[src/rtl/crack_pkg.sv]
// rtl/crack_pkg.sv - shared types, constants and slice helper for the crack scheduler
// Purpose: symbol-set constants, scheduler state encoding and the static
//          search-space slicing function used to partition the first symbol.
// Ports:   none (package).
package crack_pkg;

  localparam int CHARSET    = 36;
  localparam int SYM_W      = 6;
  localparam int ASCII_ZERO = 48;

  typedef enum logic [2:0] {
    IDLE,
    LOAD,
    SETTLE,
    RUN,
    REPORT
  } state_t;

  // One extra bit over SYM_W so a slice start past the last symbol is
  // representable and recognised as "engine unused" instead of wrapping.
  typedef struct packed {
    logic             en;
    logic [SYM_W:0]   from;
    logic [SYM_W:0]   to;
  } slice_t;

  // Slice for engine i of n over cs symbols: ceil-sized contiguous chunks,
  // the last one clipped to cs-1. Unused engines get from=to=0.
  function automatic slice_t slice_bounds(input int i, input int n, input int cs);
    int     sl;
    int     f;
    int     t;
    slice_t r;
    sl = (cs + n - 1) / n;
    f  = i * sl;
    t  = f + sl - 1;
    if (t > cs - 1) t = cs - 1;
    r.en   = (f <= cs - 1);
    r.from = r.en ? f[SYM_W:0] : '0;
    r.to   = r.en ? t[SYM_W:0] : '0;
    return r;
  endfunction

endpackage

[src/rtl/crack_prio_enc.sv]
// rtl/crack_prio_enc.sv - lowest-index-first priority encoder
// Purpose: reports whether any request bit is set and the lowest set index.
// Ports:   i_req  N-bit request vector
//          o_any  1 when any bit of i_req is set
//          o_idx  index of the lowest set bit (0 when none)
module crack_prio_enc #(
  parameter int N     = 4,
  parameter int IDX_W = 2
) (
  input  logic [N-1:0]     i_req,
  output logic             o_any,
  output logic [IDX_W-1:0] o_idx
);

  // Scan from the top down so the last (lowest) hit wins.
  always_comb begin
    o_any = |i_req;
    o_idx = '0;
    for (int k = N - 1; k >= 0; k--) begin
      if (i_req[k]) o_idx = IDX_W'(k);
    end
  end

endmodule

[src/rtl/crack_job_scheduler.sv]
// rtl/crack_job_scheduler.sv - sequences a bank of brute-force cracker engines
// Purpose: accepts one job, hands each engine a slice of the first-symbol space,
//          runs the bank and reports the lowest-index hit, exhaustion or abort
//          together with the number of RUN cycles spent.
// Ports:   clk, rst             clock, async active-high reset
//          i_start, i_abort     job request (IDLE only) / cancel (LOAD..RUN)
//          i_target_pwd         4 ASCII chars captured on accepted start
//          o_eng_rst            per-engine load/reset, 1 = held
//          o_eng_pwd            captured target, shared by all engines
//          o_eng_from/o_eng_to  per-engine slice bounds, SYM_W each, engine i at [i*SYM_W +: SYM_W]
//          i_eng_found/i_eng_done per-engine sticky status
//          o_busy               job accepted and not yet reported
//          o_job_done           1-cycle completion pulse
//          o_job_found          hit flag, valid with o_job_done
//          o_job_engine         winning engine index, valid when o_job_found
//          o_job_cycles         RUN cycles of the last job, held until next start
module crack_job_scheduler #(
  parameter int NUM_ENGINES = 4,
  parameter int CHARSET     = crack_pkg::CHARSET,
  parameter int SYM_W       = crack_pkg::SYM_W,
  parameter int CYC_W       = 32,
  localparam int IDX_W      = (NUM_ENGINES > 1) ? $clog2(NUM_ENGINES) : 1
) (
  input  logic                         clk,
  input  logic                         rst,
  input  logic                         i_start,
  input  logic                         i_abort,
  input  logic [31:0]                  i_target_pwd,
  output logic [NUM_ENGINES-1:0]       o_eng_rst,
  output logic [31:0]                  o_eng_pwd,
  output logic [NUM_ENGINES*SYM_W-1:0] o_eng_from,
  output logic [NUM_ENGINES*SYM_W-1:0] o_eng_to,
  input  logic [NUM_ENGINES-1:0]       i_eng_found,
  input  logic [NUM_ENGINES-1:0]       i_eng_done,
  output logic                         o_busy,
  output logic                         o_job_done,
  output logic                         o_job_found,
  output logic [IDX_W-1:0]             o_job_engine,
  output logic [CYC_W-1:0]             o_job_cycles
);

  import crack_pkg::*;

  localparam int EW = NUM_ENGINES * SYM_W;

  logic [NUM_ENGINES-1:0] w_en;
  logic [EW-1:0]          w_from;
  logic [EW-1:0]          w_to;
  logic [NUM_ENGINES-1:0] w_found_en;
  logic                   w_any_found;
  logic [IDX_W-1:0]       w_found_idx;
  logic                   w_all_done;

  // Slices depend only on parameters, so they are elaborated as constants.
  for (genvar g = 0; g < NUM_ENGINES; g++) begin : g_slice
    localparam slice_t SB = slice_bounds(g, NUM_ENGINES, CHARSET);
    assign w_en[g]                    = SB.en;
    assign w_from[g*SYM_W +: SYM_W]   = SB.from[SYM_W-1:0];
    assign w_to[g*SYM_W +: SYM_W]     = SB.to[SYM_W-1:0];
  end

  // Unused engines never search: mask their hits and treat them as finished.
  assign w_found_en = i_eng_found & w_en;
  assign w_all_done = &(i_eng_done | ~w_en);

  crack_prio_enc #(
    .N     (NUM_ENGINES),
    .IDX_W (IDX_W)
  ) u_prio (
    .i_req (w_found_en),
    .o_any (w_any_found),
    .o_idx (w_found_idx)
  );

  state_t r_state;

  always_ff @(posedge clk or posedge rst) begin
    if (rst) begin
      r_state      <= IDLE;
      o_eng_rst    <= '1;
      o_eng_pwd    <= '0;
      o_eng_from   <= '0;
      o_eng_to     <= '0;
      o_busy       <= 1'b0;
      o_job_done   <= 1'b0;
      o_job_found  <= 1'b0;
      o_job_engine <= '0;
      o_job_cycles <= '0;
    end else begin
      o_job_done <= 1'b0;
      case (r_state)
        IDLE: begin
          o_eng_rst <= '1;
          if (i_start) begin
            r_state      <= LOAD;
            o_busy       <= 1'b1;
            o_eng_pwd    <= i_target_pwd;
            o_eng_from   <= w_from;
            o_eng_to     <= w_to;
            o_job_found  <= 1'b0;
            o_job_engine <= '0;
            o_job_cycles <= '0;
          end
        end
        // Engines stay in reset for this cycle to latch from/to/pwd.
        LOAD: begin
          if (i_abort) begin
            r_state    <= REPORT;
            o_job_done <= 1'b1;
          end else begin
            r_state   <= SETTLE;
            o_eng_rst <= ~w_en;
          end
        end
        // Engine status is still stale from before the release; not sampled.
        SETTLE: begin
          if (i_abort) begin
            r_state    <= REPORT;
            o_job_done <= 1'b1;
            o_eng_rst  <= '1;
          end else begin
            r_state <= RUN;
          end
        end
        RUN: begin
          if (o_job_cycles != '1) o_job_cycles <= o_job_cycles + CYC_W'(1);
          if (i_abort) begin
            r_state    <= REPORT;
            o_job_done <= 1'b1;
            o_eng_rst  <= '1;
          end else if (w_any_found) begin
            r_state      <= REPORT;
            o_job_done   <= 1'b1;
            o_job_found  <= 1'b1;
            o_job_engine <= w_found_idx;
            o_eng_rst    <= '1;
          end else if (w_all_done) begin
            r_state    <= REPORT;
            o_job_done <= 1'b1;
            o_eng_rst  <= '1;
          end
        end
        REPORT: begin
          r_state <= IDLE;
          o_busy  <= 1'b0;
        end
        default: r_state <= IDLE;
      endcase
    end
  end

endmodule

[config.mk]
export PLATFORM = sky130hd
export DESIGN_NAME = crack_job_scheduler
export DESIGN_NICKNAME = d
export VERILOG_FILES = /design/src/rtl/crack_pkg.sv /design/src/rtl/crack_prio_enc.sv /design/src/rtl/crack_job_scheduler.sv
export SDC_FILE = /design/constraint.sdc
export NUM_CORES = 1
export LEC_CHECK = 0
export CAP_MARGIN = 10
export CELL_PAD_IN_SITES_DETAIL_PLACEMENT = 0
export CELL_PAD_IN_SITES_GLOBAL_PLACEMENT = 1
export CORE_ASPECT_RATIO = 1.25
export CORE_MARGIN = 5
export CORE_UTILIZATION = 32
export CTS_BUF_LIST = sky130_fd_sc_hd__clkbuf_4
export DETAILED_ROUTE_END_ITERATION = 10
export PLACE_DENSITY = 0.89
export SLEW_MARGIN = 25
export SYNTH_ARGS = -nofsm -noshare
export SYNTH_HDL_FRONTEND = slang
export SYNTH_SLANG_ARGS = --single-unit
[constraint.sdc]
create_clock -name clk -period 2.6 [get_ports clk]
set_clock_uncertainty 0.05 [all_clocks]
set_input_delay 0.39 -clock clk [delete_from_list [all_inputs] [get_ports clk]]
set_output_delay 0.39 -clock clk [all_outputs]
set_load 0.05 [all_outputs]
==> flow_summary.ini, run 1 <==
[timing]
worstMarginPinSlew_ns = 0.623
fmax_mhz = 398
setup_viol = 0
rsz0062_at_grt = false
slew_violations = 0
slew_headroom_pct = 58.2
min_period_ns = 2.51
hold_viol_final = 0
setup_tns_ns = 0
fin_ws_ns = 0.0856
whs_ns = 0.250
fin_crit_sh_pct = 96.7

[synth]
synthTopCellsByArea = dfrtp_1 45%, nand2_1 10%, buf_4 9.3%, nor2_1 3.2%, a211o_1 2.6%
ys_ff_latch = 74
synth_commonest_cells = 112 x nand2_1, 73 x dfrtp_1, 50 x buf_4
syn_avg_cell_area_um2 = 8.77
synth_cell_types = 52
synth_edf_count = 0
synth_area_mm2 = 0.00405
synth_top_area_share_pct = 45.2
synth_flop_cell = dfrtp_1
synth_most_common_cell = nand2_1
synth_top_area_cell = dfrtp_1
async_flop_share_pct = 100
yosys_warnings = 0
netlist_instances = 461
seq_area_frac_synth_pct = 45.8

[floorplan]
start_util_pct = 32.2
die_w_um = 111
dieArea_mm2 = 0.0150
die_y_um = 136
core_area_mm2 = 0.0125
rows = 46
io_pins = 165

[clocking]
tritoncts = yes
cts_root_buf = clkbuf_4
cts_setup_buffers = 0
clk_pin_slew_ns = 0.14
cts_buffers = 9
cts_hold_buf = 0
clk_latency_ns = 0.43
cts.sinks = 74
htree_levels = 3
cts_max_path_buffers = 2

[pwr]
peakVddDrop_mv = 0.549
cellLeakagePower_nw = 2.56
power_mw = 5.38
p_per_area_mw_per_mm2 = 975

[drt]
wl_per_cell_um = 15.0
vias_per_cell = 4.89
drc = 0
antenna_left = 0
route.vias.total = 3686
dr.first_iter.drc_count = 156
finalWirelength_mm = 11.3
drt-pass1-iter-count = 6

[global_route]
grt_overflow = 0
grt_use_total_pct = 14.8
grt_pass1_wl_mm = 18.2
grt_start_max_net_pins = 35
grt_pass1_vias = 3619
antenna_found_initial = 1

[setup_path]
rr_startpoint = o_job_cycles[1]
cp-endpoint = o_job_cycles[16]
path_class = reg2reg
start_kind = flop
cp.required_ns = 2.92
startpoint = o_job_cycles[1]
endpoint_kind = flop
reg2reg_to = o_job_cycles[16]
cp.arrival_ns = 2.84
path_max_fanout = 11
rr_worst_depth = 6
rrSetupSlack_ns = 0.09

[job]
maxCapViolations = 0

[layout]
syn_to_final_growth_pct = 36.3
nets = 625
drive_gt1_share_pct = 8.21
num-fill-cells = 1270
final_core_util_pct = 44.0

[worst_hold_path]
hp-class = in2async

[placed_design]
gp_congestion = 0.815
dp_hpwl_mm = 8.45
io_buffer_count = 133
place_ws_ns = 0.0447

[outcome]
status = finished, final reports clean
[final cells by class]
cell class	count	area, µm²	area share [%]
Timing Repair Buffer	148	1460	26.4
Sequential cell	74	1860	33.6
Multi-Input combinational cell	337	1820	32.9
Inverter	10	37.5	0.681
Tap cell	168	210	3.81
Clock buffer	9	67.6	1.23
Antenna cell	1	2.50	0.0454
Clock inverter	7	70.1	1.27
[worst min-delay path by stage]
stage / endpoint / slack, ns / cells after the start
finish: o_eng_pwd[17] / 0.25 / 2
global route: o_eng_pwd[24] / 0.28 / 2
CTS: o_eng_pwd[17] / 0.23 / 2
detailed placement: o_eng_pwd[12] / 0.41 / 2
global placement: o_eng_pwd[8] / 0.41 / 2
floorplan: o_eng_pwd[0] / 0.45 / 2
[cells by family (layout without fill, tap and decap cells)]
| family | after synthesis | in the layout | synth area share, % |
|---|---|---|---|
| mux | 5 | 5 | 1.33 |
| fa+ha+maj | 1 | 1 | 0.309 |
| flops | 74 | 74 | 45.8 |
| buf+inv | 81 | 174 | 12.6 |
| simple gates | 234 | 234 | 27.3 |
| compound gates | 65 | 66 | 12.5 |
| other cells | 1 | 32 | 0.0927 |
[registers in the layout, indices dropped and copies added, names as in the netlist]
signal,count
o_job_done,1
o_eng_pwd,32
o_job_cycles,32
o_job_found,1
o_eng_rst,1
r_state,3
o_job_engine,2
o_eng_from,1
o_busy,1
[power breakdown]
| group | total [mW] | internal (mW) | switching [mW] | leakage [nW] |
|---|---|---|---|---|
| Sequential | 1.75 | 1.48 | 0.267 | 0.961 |
| Clock | 0.718 | 0.291 | 0.426 | 0.0773 |
| Combinational | 2.91 | 0.896 | 2.02 | 1.52 |
[metrics by stage]
stage                     instance area (µm²)  std cells
after detailed placement                 5360        736
final                                    5520        754
after CTS                                5500        752
after floorplan                          4160        491
after global placement                   5360        736
after global routing                     5520        754
[critical path, cell delays in order, from the launching register on]
cell and delay, ns:
dfrtp_2 0.44, ha_1 0.25, nand3_2 0.12, or4_4 0.58, or4_4 0.58, o21ai_4 0.19
a221o_1 0.22
[what timing repair did]
item | CTS | global route
resized for setup | 0 | 1
endpoints found under the setup margin | 0 | 19
endpoints found under the hold margin | 0 | 0
[metal layers]
metal / track usage (%) / share of wire [%]
met1: 16.5 / 40
met2: 26.5 / 51
met5: 0 / 0
met4: 6.50 / 2.6
met3: 4.02 / 6.4
[cell usage in the layout, fill, tap and decap left out, types with 3 or more instances in the layout]
cell type,count
conb_1,31
clkinv_4,3
a31oi_1,7
and4_1,3
nand2b_1,3
inv_1,9
nand2_1,112
a21oi_1,9
nor3_1,13
o21ai_1,3
o21ai_0,5
buf_4,14
nor4_1,7
clkbuf_4,9
o211a_1,5
and3_1,12
nor4b_1,3
a221o_1,8
o311a_1,3
nand3_1,16
dfrtp_1,71
nand4_1,13
a211o_1,12
nor2_1,34
clkdlybuf4s50_1,133
Note: power is estimated with default switching activity, not from simulation.
==> run 2: changes to the inputs <==
--- a/config.mk
+++ b/config.mk
@@ -5,7 +5,6 @@
 export SDC_FILE = /design/constraint.sdc
 export NUM_CORES = 1
 export LEC_CHECK = 0
-export CAP_MARGIN = 10
 export CELL_PAD_IN_SITES_DETAIL_PLACEMENT = 0
 export CELL_PAD_IN_SITES_GLOBAL_PLACEMENT = 1
 export CORE_ASPECT_RATIO = 1.25
==> results of run 2 <==
Final layout, timing and power as in run 1 (identical DEF).
==> run 3: changes to the inputs <==
--- a/config.mk
+++ b/config.mk
@@ -6,10 +6,10 @@
 export NUM_CORES = 1
 export LEC_CHECK = 0
 export CELL_PAD_IN_SITES_DETAIL_PLACEMENT = 0
-export CELL_PAD_IN_SITES_GLOBAL_PLACEMENT = 1
+export CELL_PAD_IN_SITES_GLOBAL_PLACEMENT = 2
 export CORE_ASPECT_RATIO = 1.25
 export CORE_MARGIN = 5
-export CORE_UTILIZATION = 32
+export CORE_UTILIZATION = 25
 export CTS_BUF_LIST = sky130_fd_sc_hd__clkbuf_4
 export DETAILED_ROUTE_END_ITERATION = 10
 export PLACE_DENSITY = 0.89
==> run 3 against run 2 <==
Against the previous run:
- combinational power is essentially flat
- total power grew 6.2%
- maximum frequency grew 0.54%
- sequential power is essentially flat
- global-route usage shrank 2.5 points
- clock-buffer cell count is the same
- register-to-register slack is essentially flat
- die area grew 26%
- critical path type unchanged
==> flow_summary.ini, run 3 (synthesis results as in run 1) <==
[setup_path]
crit_buf_inv = 0
endpoint_kind = flop
critPathTopFamily = simple AND/OR/NAND/NOR gates
slowest_delay_ns = 0.59
cp.required_ns = 2.90
worstPathCellList = ha_1 > nand3_2 > or4_4 > or4_4 > o21ai_4 > a221o_1
worst_path_max_delay_cell = or4_4
start_kind = flop
cp.arrival_ns = 2.80
path_class = reg2reg
path_max_fanout = 11
cp_common_cell = or4_4

[global_route]
grt_use_total_pct = 12.3
grt_overflow = 0
grt_start_max_net_pins = 75
antenna_found_initial = 0
grt_pass1_vias = 3602
grt_pass1_wl_mm = 18.7

[pwr]
peakVddDrop_mv = 0.346
cellLeakagePower_nw = 2.59
p_per_area_mw_per_mm2 = 1010

[timing]
slew_violations = 0
setup_tns_ns = 0
hold_viol_final = 0
fmax_mhz = 400
fin_crit_sh_pct = 96.2
fin_ws_ns = 0.0993
rsz0062_at_grt = false
worstMarginPinSlew_ns = 0.637
slew_headroom_pct = 57.3
min_period_ns = 2.50
setup_viol = 0

[clocking]
clk_pin_slew_ns = 0.14
tritoncts = yes
cts_root_buf = clkbuf_4
cts_setup_buffers = 0
cts_buffers = 9
cts.sinks = 74
clk_latency_ns = 0.42
htree_levels = 3
cts_max_path_buffers = 2

[placed_design]
dp_hpwl_mm = 8.64
place_inst = 782
gp_congestion = 0.776
io_buffer_count = 133
place_ws_ns = 0.0737

[drt]
drt-pass1-iter-count = 6
drc = 0
dr.first_iter.drc_count = 189
vias_per_cell = 4.67
antenna_left = 0
route.vias.total = 3728
wl_per_cell_um = 14.9
finalWirelength_mm = 11.9

[layout]
top_regs = o_eng_pwd x32, o_job_cycles x32, r_state x3
final_cell_mix = 133 x clkdlybuf4s50_1, 112 x nand2_1, 71 x dfrtp_1
syn_to_final_growth_pct = 39.3
nets = 623
num-fill-cells = 1664
n_antenna_cell = 0
drive_gt1_share_pct = 8.06
final_common_cell = clkdlybuf4s50_1
instances_no_fill = 799

[floorplan]
core_area_mm2 = 0.0161
die_y_um = 152
rows = 52
die_w_um = 124
io_pins = 165
start_util_pct = 25.2
dieArea_mm2 = 0.0188

[outcome]
status = finished, final reports clean

[worst_hold_path]
hp-class = in2async

[job]
maxCapViolations = 0
[run 3: cell count changes in the layout (fill, tap and decap cells not counted), sizes merged]
cell | previous run | this run
bufinv | 1 | 4
clkinv | 6 | 0
buf | 15 | 13
inv | 10 | 13
diode | 1 | 0
[run 3: final timing paths]
| kind | slack (ns) | depth (start not counted) | from | endpoint |
|---|---|---|---|---|
| max | 0.1 | 6 | o_job_cycles[0] | o_job_cycles[4] |
| min reg2reg | 0.44 | 2 | o_eng_pwd[25] | o_eng_pwd[25] |
| min | 0.30 | 3 | rst | o_eng_pwd[9] |
| min in group clk | 0.42 | 3 | i_target_pwd[10] | o_eng_pwd[10] |
| max in group asynchronous | 1.82 | 3 | rst | o_job_cycles[6] |
| max reg2reg | 0.1 | 6 | o_job_cycles[0] | o_job_cycles[4] |
[run 3: metrics by stage]
step           power [mW]  area, µm²  util (%)  hold WS, ns
2_1_floorplan        3.76       4160         -        0.445
6_report             5.71       5630      35.1        0.303
3_5_place_dp         4.69       5400      33.6        0.411
5_1_grt              6.03       5630      35.1        0.319
3_3_place_gp         4.65       5400      33.6        0.409
4_1_cts              5.77       5620      35.0        0.298
[run 3: power by group]
group | internal, mW | switching [mW] | leakage, nW
logic | 0.896 | 2.02 | 1.51
clock network | 0.594 | 0.460 | 0.112
registers | 1.48 | 0.262 | 0.961
total | 2.97 | 2.74 | 2.59
[run 3: final cells by class]
cell class	count	area, µm²	area share, %
inverters	10	37.5	0.666
well taps	216	270	4.80
clock inverters	7	146	2.60
multi-input cells	337	1820	32.2
flip-flops and latches	74	1860	32.9
clock buffers	9	67.6	1.20
repair buffers	146	1440	25.6
[run 3: layer usage]
metal	global-route usage, %	vias to the layer above	wire length, µm
li1	-	1774	-
met1	14.6	1806	4860
met2	21.5	137	5870
met3	3.19	11	955
met4	3.59	0	178
met5	0	-	0
[run 3: timing repair]
item                                    4_1_cts  5_1_grt
hold buffers                                  0        0
endpoints found under the setup margin        0       21
gates resized for setup                       0        1
[run 3: worst register-to-register path, delay by kind of cell (launching register included)]
| family | cells | cell delay [ns] |
|---|---|---|
| AND/OR/NAND/NOR | 3 | 1.29 |
| flip-flops | 1 | 0.43 |
| AO/OA/AOI/OAI | 2 | 0.42 |
| adder cells (fa/ha/maj) | 1 | 0.23 |
